**config.mk**
```make
export PLATFORM = sky130hd
export DESIGN_NAME = tone_synth
export DESIGN_NICKNAME = d
export VERILOG_FILES = /design/src/rtl/tone_synth.sv
export SDC_FILE = /design/constraint.sdc
export NUM_CORES = 1
export LEC_CHECK = 0
export ABC_AREA = 1
export CAP_MARGIN = 15
export CELL_PAD_IN_SITES_DETAIL_PLACEMENT = 1
export CELL_PAD_IN_SITES_GLOBAL_PLACEMENT = 2
export CORE_ASPECT_RATIO = 1.2
export CORE_MARGIN = 4
export CORE_UTILIZATION = 32
export DETAILED_ROUTE_END_ITERATION = 8
export GPL_ROUTABILITY_DRIVEN = 0
export GPL_TIMING_DRIVEN = 1
export PLACE_DENSITY = 0.87
export SLEW_MARGIN = 0
export SYNTH_ARGS = -nofsm -noshare
export SYNTH_HDL_FRONTEND = slang
export SYNTH_SLANG_ARGS = --single-unit
```
**constraint.sdc**
```tcl
create_clock -name clk -period 5.4 [get_ports clk]
set_clock_uncertainty 0.05 [all_clocks]
set_input_delay 1.35 -clock clk [delete_from_list [all_inputs] [get_ports clk]]
set_output_delay 1.35 -clock clk [all_outputs]
set_load 0.1 [all_outputs]
```
**src/rtl/tone_synth.sv**
```systemverilog
// tone_synth: multi-voice square-wave tone generator.
// Voices are mixed, volume-scaled and rendered as PWM density on one pin.
module tone_synth #(
  parameter int CLK_HZ = 100_000_000,
  parameter int VOICES = 2,
  parameter int VOL_W  = 3,
  parameter int PWM_W  = 8
) (
  input  logic                clk,
  input  logic                rst_n,
  input  logic [6*VOICES-1:0] note,
  input  logic [2*VOICES-1:0] oct,
  input  logic [VOL_W-1:0]    vol,
  output logic [VOICES-1:0]   active,
  output logic                speaker
);

  // Longest half period is C3 shifted down one octave.
  localparam longint HMAX =
    2 * (longint'(382226) * CLK_HZ / 100000000);
  localparam int HW = $clog2(HMAX + 1);

  localparam int SCALE =
    (2**PWM_W - 1) / (VOICES * (2**VOL_W - 1));
  localparam int SW = $clog2(VOICES + 1);

  // Half periods in 100 MHz cycles, C3 (code 1) .. B5 (code 36).
  localparam int HB [36] = '{
    382226,
    360773,
    340524,
    321412,
    303373,
    286346,
    270274,
    255105,
    240787,
    227273,
    214517,
    202477,
    191113,
    180387,
    170262,
    160706,
    151686,
    143173,
    135137,
    127553,
    120394,
    113636,
    107258,
    101238,
    95557,
    90193,
    85131,
    80353,
    75843,
    71587,
    67569,
    63776,
    60197,
    56818,
    53629,
    50619
  };

  logic [HW-1:0] rom [36];

  for (genvar i = 0; i < 36; i++) begin : g_rom
    assign rom[i] =
      HW'(longint'(HB[i]) * CLK_HZ / 100000000);
  end

  function automatic logic [HW-1:0] half_of(
    input logic [5:0] n,
    input logic [1:0] o
  );
    logic [HW-1:0] h;
    h = '0;
    if (n >= 6'd1 && n <= 6'd36) h = rom[n - 6'd1];
    case (o)
      2'd1:    h = h >> 1;
      2'd2:    h = h << 1;
      default: h = h;
    endcase
    return h;
  endfunction

  logic [HW-1:0]     nxt      [VOICES];
  logic [HW-1:0]     cur_half [VOICES];
  logic [HW-1:0]     cnt      [VOICES];
  logic [VOICES-1:0] sq;

  logic [SW-1:0]     s;
  logic [PWM_W-1:0]  level;
  logic [PWM_W-1:0]  pwm_cnt;
  logic [PWM_W-1:0]  duty_q;

  // Half period each voice would load if sampled this cycle.
  always_comb begin
    for (int v = 0; v < VOICES; v++) begin
      nxt[v] = half_of(note[6*v +: 6], oct[2*v +: 2]);
    end
  end

  // Voice counters: pitch reloads only on half-period boundaries.
  always_ff @(posedge clk or negedge rst_n) begin
    if (!rst_n) begin
      for (int v = 0; v < VOICES; v++) begin
        cur_half[v] <= '0;
        cnt[v]      <= '0;
      end
      sq <= '0;
    end else begin
      for (int v = 0; v < VOICES; v++) begin
        if (cur_half[v] == '0) begin
          cnt[v]      <= '0;
          cur_half[v] <= nxt[v];
          sq[v]       <= (nxt[v] != '0);
        end else if (cnt[v] == cur_half[v] - HW'(1)) begin
          cnt[v]      <= '0;
          cur_half[v] <= nxt[v];
          sq[v]       <= (nxt[v] != '0) && !sq[v];
        end else begin
          cnt[v] <= cnt[v] + HW'(1);
        end
      end
    end
  end

  // A voice sounds whenever it holds a nonzero half period.
  always_comb begin
    active = '0;
    for (int v = 0; v < VOICES; v++) begin
      active[v] = (cur_half[v] != '0);
    end
  end

  // Mix level: count of high voices times volume times scale.
  always_comb begin
    s = '0;
    for (int v = 0; v < VOICES; v++) begin
      s = s + SW'(sq[v]);
    end
    level = PWM_W'(32'(s) * 32'(vol) * 32'(SCALE));
  end

  // PWM carrier; duty is latched once per carrier period.
  always_ff @(posedge clk or negedge rst_n) begin
    if (!rst_n) begin
      pwm_cnt <= '0;
      duty_q  <= '0;
      speaker <= 1'b0;
    end else begin
      pwm_cnt <= pwm_cnt + PWM_W'(1);
      if (pwm_cnt == '1) duty_q <= level;
      speaker <= (pwm_cnt < duty_q);
    end
  end

endmodule
```
======== Yosys cells after proc, flatten, opt, wreduce, memory -nomap -nowiden ========
Memories as Yosys holds them, arrays and structs flattened.
Cells that the tools add are included.
storage, ports and cells
  register bits after elaboration ......... 98
  latch bits .............................. 0
  bits in writable memories ............... 0
  bits in read-only memories .............. 2,560
  input bits .............................. 21
  output and inout port bits .............. 3
  logic and storage cells ................. 71
  memories ................................ 2
cells by class
  $add $sub $neg .......................... 8
  multiply operators ...................... 2
  divide/modulo/power cells ............... 0
  magnitude comparators ................... 7
  eq/ne operators ......................... 7
  shifts and indexed selects .............. 0
  muxes and demuxes ....................... 20
  bitwise gates (word level) .............. 2
  reduce and logical (&&, ||, !) cells .... 14
memories
  name             words  width  rd ports  clocked after memory_dff  wr ports  line  source
  (no name shown)  64     20     1         0                         0         80    if (n >= 6'd1 && n <= 6'd36) h = rom[n - 6'd1];
  (no name shown)  64     20     1         0                         0         80
operators by type and width
  operator                                                                              count
  20-bit 2-to-1 mux                                                                     14
  20-bit one-hot mux with 2 select lines                                                2
  20-bit nonzero test                                                                   4
  20-bit by 1-bit adder with 20-bit output (second input constant)                      2
  20-bit == test                                                                        2
  20-bit logical NOT                                                                    2
  20-bit by 1-bit subtractor with 20-bit output (second input constant)                 2
  7-bit greater-or-equal comparator (second input constant)                             2
  6-bit inverter with 7-bit output                                                      2
  6-bit by 1-bit greater-or-equal comparator with 1-bit output (second input constant)  2
  6-bit less-or-equal comparator (second input constant)                                2
  6-bit by 1-bit subtractor with 6-bit output (second input constant)                   2
  8-bit by 1-bit adder with 8-bit output (second input constant)                        1
  8-bit == test (second input constant)                                                 1
  8-bit < comparator                                                                    1
  5-bit by 4-bit multiplier with 7-bit output (second input constant)                   1
  2-bit by 3-bit multiplier with 5-bit output                                           1
  2-bit by 1-bit == test with 1-bit output (second input constant)                      2
  2-bit == test (second input constant)                                                 2
  1-bit logical AND                                                                     4
  1-bit 2-to-1 mux                                                                      4
  2-bit nonzero test                                                                    2
  1-bit by 1-bit adder with 2-bit output                                                1
  1-bit logical NOT                                                                     2

======== Logic depth before layout (Yosys ltp) ========
  depth in word-level cells ............... 11
  mapped depth ............................ 22
  depth with buffers taken out ............ 20

======== Worst setup path before layout ========
No wires, ideal clock.
  path kind ............................... input-to-reg
  start ................................... input note[6]
  end ..................................... register sq[1]
  setup time .............................. 116 ps
  arrival time ............................ 3,729 ps
  data required time ...................... 5,234 ps
  path slack .............................. 1,505 ps
  stages on the path ...................... 20
  buffers on the path ..................... 3
  cells stage by stage .................... buf_2 -> inv_2 -> ha_1 -> inv_1 -> ha_1 -> clkbuf_1 -> inv_1 -> buf_2 -> a21oi_1 -> nand2_1 -> nand2_1 -> nand3_1 -> nand3_1 -> nand3_1 -> nor2_1 -> nand2_1 -> nor2_1 -> nand3_1 -> nand2_1 -> nand2_1
between the ends
  cells in the longest elaborated chain, start to end .. 11
  elaborated cells on any way between the ends .. 14
  those cells by class .................... add/sub (1); order compare (2); mux (6); bitwise (1); reduce/logical (3); memory (1)
ends and longest elaborated chain
  what                                                    line      source
  from (decl)                                             11        input logic [6*VOICES-1:0] note,
  6-bit by 1-bit subtractor with 6-bit output             80
  6-bit inverter with 7-bit output (implied by the code)  80
  memory read 64 x 20 bit                                 -
  20-bit 2-to-1 mux (implied by the code) (2 in series)   80
  20-bit 2-to-1 mux *                                     80
  20-bit one-hot mux with 2 select lines *                81        case (o)
  20-bit nonzero test *                                   119, 123
  1-bit logical AND                                       123       sq[v] <= (nxt[v] != '0) && !sq[v];
  1-bit 2-to-1 mux                                        120       end else if (cnt[v] == cur_half[v] - HW'(1)) begin
  1-bit 2-to-1 mux *                                      116       if (cur_half[v] == '0) begin
  to (signal, indexed assignment)                         119       sq[v] <= (nxt[v] != '0);
  to (signal, indexed assignment)                         123
  to (decl)                                               92        logic [VOICES-1:0] sq;
Mark *: on every way between the ends. The rest lies on a longest branch, timed or not. The select of a mux whose other input is x is not followed.
A chain may end at the register's enable or synchronous reset.

======== Worst setup path in the final report ========
  start ................................... input note[7]
  end ..................................... register sq[1]
Same word-level chain as after synthesis.

==> flow_summary.toml <==
[synth]
yosys_register_bits = 98
synth-xor-area-share_pct = 8.49
synth_top_area_cell = "dfrtp_1"
synth_area_um2 = 9790
muxShareOfSynthArea_pct = 0
synthTopCellsByArea = "dfrtp_1, nand2_1, nand3_1"
synth.distinct_cells = 44
synth_top_family_by_area = "simple AND/OR/NAND/NOR gates"
synth_area_per_cell_um2 = 6.35
synth_fa_ha_area_share_pct = 5.91
yosys.area_share.simple_pct = 45.8
yosysWarnings = 0
synth-seq-area-share_pct = 25.1
synth_compound_area_share_pct = 5.61
synth.top_cell.area_share_pct = 25.1
synth.net_count = 1607
synthCells = 1541

[worst_setup_path]
path_max_fanout = 13
required_ns = 5.59
crit_path_end_kind = "flip-flop"
crit_type = "primary input to flip-flop"
crit_path_start = "note[7]"
startpoint_type = "primary input"
r2r_start = "sq[0]"
arrival_ns = 4.64

[cells_and_area]
fillCellCount = 3976
area_growth_pct = 7.86
drive_gt1_share_pct = 5.99
final_nets = 1598
layout_commonest_cell = "nand2_1"
mostFrequentLayoutCells = "nand2_1, nand3_1, nor2_1, inv_1, dfrtp_1"
instances_no_fill = 1927
num_antenna_cells = 0

[clocking]
cts_buffers = 9
ctsHoldBuffers = 0
clock-root-buffer = "clkbuf_16"
cts_sinks = 98
cts_resized = 0
cts_tree = "yes"
cts_max_level = 3
cts_max_path_buffers = 2
cts_setup_buffers = 0
clk_latency_ns = 0.35
cts.clk_slew.worst_paths_ns = 0.08

[timing]
rsz0062_at_grt = "false"
setup_viol_count_final = 0
post-route-period-util_pct = 82.4
fmaxAchievable_mhz = 225
finalSetupTns_ns = 0
hold_viol_final = 0
worst_pin_slew_ns = 0.981
drv_slew = 0
max-slew-margin-rel_pct = 34.4
min_period_ns = 4.45

[power_and_ir_drop]
ir_drop_v = 0.000114
power_density_nw_per_um2 = 177
p_leak_nw = 4.95

[grt]
grt_max_degree = 69
grt_pass1_wl_um = 50400
grt_usage_pct = 17.8
grt-ovfl-total = 0
antenna_found_initial = 0
grt_pass1_vias = 10100

[floorplanning]
die_h_um = 200
die_x_um = 168
die_area_um2 = 33500
initial_utilization_pct = 32.8
core_um2 = 29900
num_io_pins = 24
row_count = 69

[placed_design]
dp.cells = 1911
port_buffers = 23
dpl.hpwl_um = 23400

[flow_run]
cap_viol_max_count = 0

[detailed_routing]
ant_nets = 0
routed_wl_um = 29300
drc = 0
vias = 9692
routedWlPerCell_um = 15.2
firstDrtPassIters = 5
first_iter_violations = 357
viasPerCell = 5.03

[min_path]
hold_class = "flip-flop to flip-flop"
hp-start = "pwm_cnt[0]"

[run_status]
status = "complete, no violations"
-- Yosys cell counts (all sizes together) --
| library cell | number |
|---|---|
| clkinv | 3 |
| o21ai | 49 |
| nand4 | 28 |
| o21a | 3 |
| or2 | 11 |
| nor3 | 13 |
| a21oi | 36 |
| buf | 37 |
| xnor2 | 32 |
| dfrtp | 98 |
| and2 | 1 |
| o21bai | 1 |
| a21boi | 2 |
| nand3b | 13 |
| nor3b | 6 |
| and3 | 1 |
| nand2 | 446 |
| inv | 150 |
| clkbuf | 15 |
| nor2 | 208 |
| o211ai | 4 |
| o22ai | 3 |
| nor4 | 4 |
| xor2 | 62 |
| ha | 43 |
| a211oi | 1 |
| nand3 | 266 |
| fa | 2 |
| a31oi | 3 |
-- critical path, stage by stage --
cell and delay [ns]:
clkdlybuf4s50_1 0.39, buf_4 0.18, inv_1 0.16, ha_1 0.36, inv_1 0.11, ha_1 0.31
inv_1 0.20, nand2_1 0.21, o21a_1 0.19, nand2_1 0.06, nand3_1 0.10, nand3_1 0.11
nand2_1 0.19, nor2_1 0.06, nor2_1 0.18, nand3_1 0.15, nor2_1 0.14, nand3_1 0.08
nand2_1 0.06, nand2_1 0.04
-- per-stage QoR --
step                instance area [um2]  total power, W  hold WS, ns  setup WS (ns)  util, %
global route                      10600         0.00199        0.425          0.591     35.3
finish                            10600         0.00186        0.409          0.949     35.3
detailed placement                10300         0.00123        0.400          0.571     34.3
global placement                  10300         0.00123        0.379          0.637     34.3
CTS                               10600         0.00189        0.414          0.940     35.3
floorplan                          9790         0.00109        0.365           1.50        -
-- layer usage --
layer	vias to the layer above	routed length (um)	global-route usage, %
li1	4941	-	-
met1	4611	13500	22.4
met2	99	14600	32.6
met3	41	439	1.09
met4	0	694	5.62
met5	-	0	0
-- sequential cells by signal (all words and copies together) (netlist names) --
name and count:
cnt 40, cur_half 40, pwm_cnt 8, duty_q 7, sq 2, speaker 1
-- final timing paths --
check / end / slack (ns) / cells after the start
max reg2reg: duty_q[7] / 2.24 / 13
min reg2reg: pwm_cnt[0] / 0.41 / 1
max in group asynchronous: cur_half[7] / 3.29 / 2
min: pwm_cnt[0] / 0.41 / 1
max: sq[1] / 0.95 / 20
min in group asynchronous: cnt[16] / 1.07 / 1
-- area by class of cell --
type / instances / area, um2 / share of cell area [%]
Clock buffer: 9 / 225 / 2.13
Clock inverter: 7 / 76.3 / 0.723
Inverter: 153 / 574 / 5.44
Multi-Input combinational cell: 1238 / 6440 / 61.0
Sequential cell: 98 / 2450 / 23.2
Tap cell: 390 / 488 / 4.62
Timing Repair Buffer: 32 / 295 / 2.80
-- kinds of logic after synthesis --
| kind of cell | Yosys count |
|---|---|
| DFF | 98 |
| adders and majority gates | 45 |
| AOI/OAI and AO/OA | 102 |
| buffers and inverters | 205 |
| xor gates and xnor gates | 94 |
| and+or+nand+nor | 997 |
-- where the power goes --
| group | switching, W | internal [W] | total [W] |
|---|---|---|---|
| logic | 0.000341 | 0.000144 | 0.000484 |
| registers | 0 | 0.000733 | 0.000733 |
| clock network | 0.000315 | 0.000331 | 0.000647 |
| total | 0.000656 | 0.00121 | 0.00186 |
(Power assumes the default switching activity.)
